===== config.mk =====
export PLATFORM = sky130hd
export DESIGN_NAME = data_mem_arbiter
export DESIGN_NICKNAME = d
export VERILOG_FILES = /design/src/rtl/data_mem_arbiter.sv
export SDC_FILE = /design/constraint.sdc
export NUM_CORES = 1
export LEC_CHECK = 0
export CAP_MARGIN = 0
export CORE_ASPECT_RATIO = 0.5
export CORE_MARGIN = 3
export CORE_UTILIZATION = 39
export DETAILED_ROUTE_END_ITERATION = 10
export PLACE_DENSITY_LB_ADDON = 0.2
export SYNTH_ARGS = -nofsm -noshare
export SYNTH_HDL_FRONTEND = slang
export SYNTH_SLANG_ARGS = --single-unit

===== constraint.sdc =====
create_clock -name clk -period 8.4 [get_ports clk]
set_input_delay 1.68 -clock clk [delete_from_list [all_inputs] [get_ports clk]]
set_output_delay 1.68 -clock clk [all_outputs]
set_load 0.03 [all_outputs]

===== src/rtl/data_mem_arbiter.sv =====
// Multi-core request arbiter in front of the single-port data_memory: one grant per cycle,
// registered ack/rdata. Define DATA_MEM_ARB_FIXED_PRIO_EN for fixed priority instead of round-robin.
module data_mem_arbiter #(
  parameter int NUM_CORES = 4,
  parameter int ADDR_W    = 16,
  parameter int DATA_W    = 16
) (
  input  logic                          clk,
  input  logic                          reset,
  input  logic [NUM_CORES-1:0]          core_req,
  input  logic [NUM_CORES-1:0]          core_we,
  input  logic [NUM_CORES*ADDR_W-1:0]   core_addr,
  input  logic [NUM_CORES*DATA_W-1:0]   core_wdata,
  output logic [NUM_CORES-1:0]          core_ack,
  output logic [NUM_CORES*DATA_W-1:0]   core_rdata,
  output logic                          mem_write,
  output logic                          mem_read,
  output logic [ADDR_W-1:0]             mem_address,
  output logic [DATA_W-1:0]             mem_data_in,
  input  logic [DATA_W-1:0]             mem_data_out
);

  localparam int IDX_W = (NUM_CORES > 1) ? $clog2(NUM_CORES) : 1;

  logic [NUM_CORES-1:0] elig_p0;
  logic                 vld_p0;
  logic [IDX_W-1:0]     gnt_p0;
  logic [NUM_CORES-1:0] gnt_onehot_p0;

  // A core sitting in its ack cycle still shows the finished transaction, so it is masked.
  assign elig_p0 = core_req & ~core_ack;

  // Stage p0: combinational arbitration
`ifdef DATA_MEM_ARB_FIXED_PRIO_EN
  always_comb begin
    vld_p0 = 1'b0;
    gnt_p0 = '0;
    for (int k = NUM_CORES - 1; k >= 0; k--) begin
      if (elig_p0[k]) begin
        vld_p0 = 1'b1;
        gnt_p0 = IDX_W'(k);
      end
    end
    if (reset) vld_p0 = 1'b0;
  end
`else
  logic [IDX_W-1:0] last_grant;
  logic [IDX_W-1:0] cand_p0;

  // Walk the offsets downward so the last hit is the first core after last_grant.
  always_comb begin
    vld_p0  = 1'b0;
    gnt_p0  = '0;
    cand_p0 = '0;
    for (int k = NUM_CORES; k >= 1; k--) begin
      cand_p0 = IDX_W'((int'(last_grant) + k) % NUM_CORES);
      if (elig_p0[cand_p0]) begin
        vld_p0 = 1'b1;
        gnt_p0 = cand_p0;
      end
    end
    if (reset) vld_p0 = 1'b0;
  end

  always_ff @(posedge clk) begin
    if (reset) begin
      last_grant <= IDX_W'(NUM_CORES - 1);
    end else if (vld_p0) begin
      last_grant <= gnt_p0;
    end
  end
`endif

  assign gnt_onehot_p0 = vld_p0 ? (NUM_CORES'(1) << gnt_p0) : '0;

  always_comb begin
    mem_write   = 1'b0;
    mem_read    = 1'b0;
    mem_address = '0;
    mem_data_in = '0;
    if (vld_p0) begin
      mem_write   = core_we[gnt_p0];
      mem_read    = ~core_we[gnt_p0];
      mem_address = core_addr[int'(gnt_p0)*ADDR_W +: ADDR_W];
      mem_data_in = core_wdata[int'(gnt_p0)*DATA_W +: DATA_W];
    end
  end

  // Stage p1: registered completion back to the cores
  always_ff @(posedge clk) begin
    if (reset) begin
      core_ack   <= '0;
      core_rdata <= '0;
    end else begin
      core_ack <= gnt_onehot_p0;
      if (vld_p0 && !core_we[gnt_p0]) begin
        core_rdata[int'(gnt_p0)*DATA_W +: DATA_W] <= mem_data_out;
      end
    end
  end

endmodule


# After elaboration in Yosys (flattened, before gate mapping)

Cells that the tools add are included.
Widths: inputs -> output; s select.

Logic and storage cells: 49
Flip-flop bits (word level): 70
Input bits: 154
Output and inout bits: 102

Mux-type cells: 24
Add/subtract/negate cells: 5
Reductions and logical operators: 3
Magnitude comparators: 5
Bitwise gates (word level): 4
Shift-type cells: 5

Operators by type and width:

| kind                     | count |
|---|---|
| $shiftx 64x7->16         | 2 |
| $bwmux 64                | 1 |
| $shift 16x33->64 const A | 1 |
| $shiftx 16x33->64        | 1 |
| $neg 6->33               | 1 |
| $mux 16                  | 2 |
| $lt 2x3->1 const B       | 5 |
| $mux 1                   | 12 |
| $bmux 1 s2               | 5 |
| $mux 2                   | 4 |
| $add 2x1->2 const B      | 2 |
| $add 2x2->2 const B      | 2 |
| $and 4x4->4              | 1 |
| $not 4->4                | 1 |
| $shl 1x2->4 const A      | 1 |
| $not 1->1                | 2 |
| $reduce_or 2->1          | 1 |
| $logic_and 1x1->1        | 1 |
| $logic_not 1->1          | 1 |

# Logic depth before layout (Yosys ltp)

Word-level depth: 12
Depth in mapped cells: 12
Gate-level depth less buffers: 8

# Least setup slack after synthesis

OpenSTA, ideal clock, no wires.

Kind: input-to-output
From: in core_req[0]
To: out mem_write
Required time: 6.720 ns
Data arrival time: 3.756 ns
Path slack: 2.964 ns
Path buffers: 2
Stages: 8
Cell sequence: nor2b_1 > o221a_2 > o21ai_4 > inv_2 > buf_2 > buf_2 > o21ai_0 > a21boi_0

Cells in the longest elaborated chain, start to end: 10
Elaborated cells between the ends (all ways): 21
Classes of those cells: mux: 20; bitwise: 1

RTL lines:

| item                         | line | source |
|---|---|---|
| start, declared              | 10   | `input logic [NUM_CORES-1:0] core_req,` |
| $and 4x4->4 *                | 31   | `assign elig_p0 = core_req & ~core_ack;` |
| $bmux 1 s2                   | 57   | `if (elig_p0[cand_p0]) begin` |
| $mux 1 (not written as such) | 57   |  |
| $mux 2 (4 in series)         | 57   |  |
| $bmux 1 s2                   | 82   | `mem_write = core_we[gnt_p0];` |
| $mux 1 (not written as such) | 82   |  |
| $mux 1 *                     | 81   | `if (vld_p0) begin` |
| end, declared                | 16   | `output logic mem_write,` |

Every way passes the cells marked *; elsewhere a longest branch is shown, timed or not. The select of a mux whose other input is x is not followed.

# Worst setup path after layout

From: in reset
To: out mem_data_in[5]

Cells in the longest elaborated chain, start to end: 2

RTL lines:

| item            | line | source |
|---|---|---|
| start, declared | 9    | `input logic reset,` |
| $mux 1          | 62   | `if (reset) vld_p0 = 1'b0;` |
| $mux 16         | 81   |  |
| end, declared   | 19   | `output logic [DATA_W-1:0] mem_data_in,` |

Every way passes these cells.

==> flow_summary.ini <==
[cts]
clock_path_buffers = 2
holdBufCountCts = 0
cts_inserted_buffers = 9
cts_root_buf = clkbuf_16
clkTransAtPathRegs_ns = 0.06
post-cts-setup-buffer-count = 0
htree_num_levels = 3
clock-sinks = 70
clk_latency_ns = 0.34
cts-resized-gates = 0
cts_tree = built

[global_routing]
grt_first_pass_wirelength_um = 22600
grt_use_total = 0.275
grt_max_degree = 58
grt_overflow_total = 0
grt_pass1_vias = 4132
antenna_found_initial = 0

[drt]
top_layer_used = met4
vias = 4225
met2WireLength_um = 8010
first_pass_iters = 5
antenna_left = 0
drc = 0
met1_length_um = 6170
drt_first_iter_violations = 238
viasPerCell = 5.27
wirelength_um = 15500
wire_per_inst_um = 19.3
wl_met3_um = 1040

[yosys]
async_flop_share = 0
yosys_warnings = 0
syn_area_mm2 = 0.00373
synth_seq_area_share = 0.376
synth_area_leaders = dfxtp_1, mux2i_1, nand2_1
yosys_register_bits = 70
synth_area_per_cell_um2 = 8.42
synth.largest_area_cell = dfxtp_1
synth.most_common_cell = nand2_1
synthCells = 443
synth-edff-count = 0
synth_nets = 600
synth_top_area_share = 0.376
synth_common_cells = nand2_1, dfxtp_1, mux2i_1, o21ai_0, nand3_1
yosysUniqueCellTypes = 39
synth-main-ff-cell = dfxtp_1

[worst_setup_path]
rr_startpoint = core_ack[0]
worstPathArrival_ns = 5.26
path_max_fanout = 30
r2r_cells = 9
worstSetupPathType = in -> out
critPathLaunchType = primary input
r2r_setup_slack_ns = 5.22
rr_endpoint = core_rdata[37]
cp-end-kind = primary output
cp_data_required_time_ns = 6.72

[run_status]
status = finished clean

[hold_path]
min_path_type = reg -> reg
holdPathEnd = core_rdata[12]
hold_start = core_rdata[12]
hold_depth = 2

[sta]
relSlewSlack = 0.248
worstMarginPinSlew_ns = 1.13
finalHoldViolCount = 0
fin_worst_skew_ns = 0.00664
setup_viol = 0
fin_tns_setup_ns = 0
fin_crit_ns = 6.94
drv_slew = 0
rsz0062_at_grt = false
fin_crit_sh = 0.826
fmax_mhz = 144

[floorplan]
core-area_mm2 = 0.00901
die_x_um = 144
io_pins = 256
die_area_mm2 = 0.0108
std_cell_rows = 24
die_h_um = 75.2
initial_utilization = 0.414

[layout]
n_fill_cell = 706
area_delta_synth_final_pct = 78.2
finalNetCount = 837
final_cells = 802
drive_gt1_frac = 0.0540
antenna_cells = 0

[power_and_ir_drop]
power_leakage_nw = 2.33
peakVddDrop_mv = 0.0952
power_density_mw_per_mm2 = 202

[place]
dp.cells = 785
hpwl_um = 11900
portBuffers = 255
gp_congestion = 0.966

[flow_run]
maxCapViolations = 0
[report_power, final]
group	internal (W)	switching [W]	leakage, nW
clock	0.000263	0.000152	0.154
sequential	0.000346	0.00000971	0.565
combinational	0.000248	0.000325	1.61
total	0.000856	0.000486	2.33
[cells in the final DEF (no fill, tap or decap), types with 2 or more instances in the layout]
master / count
a21boi_0: 4
o21ai_0: 46
mux4_2: 3
nor2b_1: 4
and3_1: 4
inv_6: 2
nand2_1: 95
nand2b_4: 2
nand3_1: 40
clkdlybuf4s50_1: 255
and2_1: 5
mux2i_1: 61
dfxtp_1: 70
inv_1: 2
a22oi_1: 29
nor3_4: 2
ha_1: 3
buf_4: 5
bufinv_16: 2
a21oi_1: 17
clkbuf_16: 9
nor2_1: 2
[registers in the layout, summed over array words and instances, names as in the netlist]
| signal | count |
|---|---|
| last_grant | 2 |
| core_ack | 4 |
| core_rdata | 64 |
[cell type report]
cell class / count / area [um^2] / area share
Clock inverter: 6 / 93.8 / 0.0141
Timing Repair Buffer: 261 / 2600 / 0.391
Clock buffer: 10 / 229 / 0.0344
Multi-Input combinational cell: 334 / 2160 / 0.325
Tap cell: 117 / 146 / 0.0220
Inverter: 4 / 15.0 / 0.00226
Sequential cell: 70 / 1400 / 0.211
[metrics by stage]
step                      worst slack (ns)  instance area [um^2]  total power [W]   util  hold slack, ns
final                                 1.46                  6650          0.00134  0.738           0.444
after CTS                             1.50                  6640          0.00135  0.737           0.448
after global routing                  1.23                  6650          0.00140  0.738           0.458
after global placement                1.51                  6310         0.000925  0.701           0.438
after floorplan                       2.96                  3730         0.000699      -           0.499
after detailed placement              1.49                  6310         0.000932  0.701           0.441
[how the worst max path moves through the flow]
stage                      startpoint        endpoint  slack (ns)  cells past startpoint
after floorplan           core_req[0]       mem_write        2.96                      8
after global placement          reset  mem_data_in[5]        1.51                      8
after detailed placement        reset  mem_data_in[5]        1.49                      8
after CTS                       reset  mem_data_in[5]        1.50                      8
after global routing            reset  mem_data_in[5]        1.23                      8
final                           reset  mem_data_in[5]        1.46                      8
[kinds of logic after synthesis]
family	after synthesis	share of synthesized area
flops	70	0.376
fa+ha+maj	3	0.0101
simple gates	161	0.206
mux	64	0.182
compound gates	106	0.179
buf+inv	39	0.0473
[worst max-delay path, cell delays in order]
cell,delay (ns)
clkdlybuf4s50_1,0.77
clkinv_1,0.21
o41a_1,0.33
a21boi_0,0.24
and2_1,0.91
a22oi_1,0.17
o21ai_0,0.20
clkdlybuf4s50_1,0.75
[routing by layer]
metal / GRT usage / up-vias
li1: - / 2052
met4: 0.0786 / 0
met3: 0.0755 / 20
met1: 0.329 / 1992
met2: 0.495 / 161
met5: 0 / -
(Power assumes the default switching activity.)
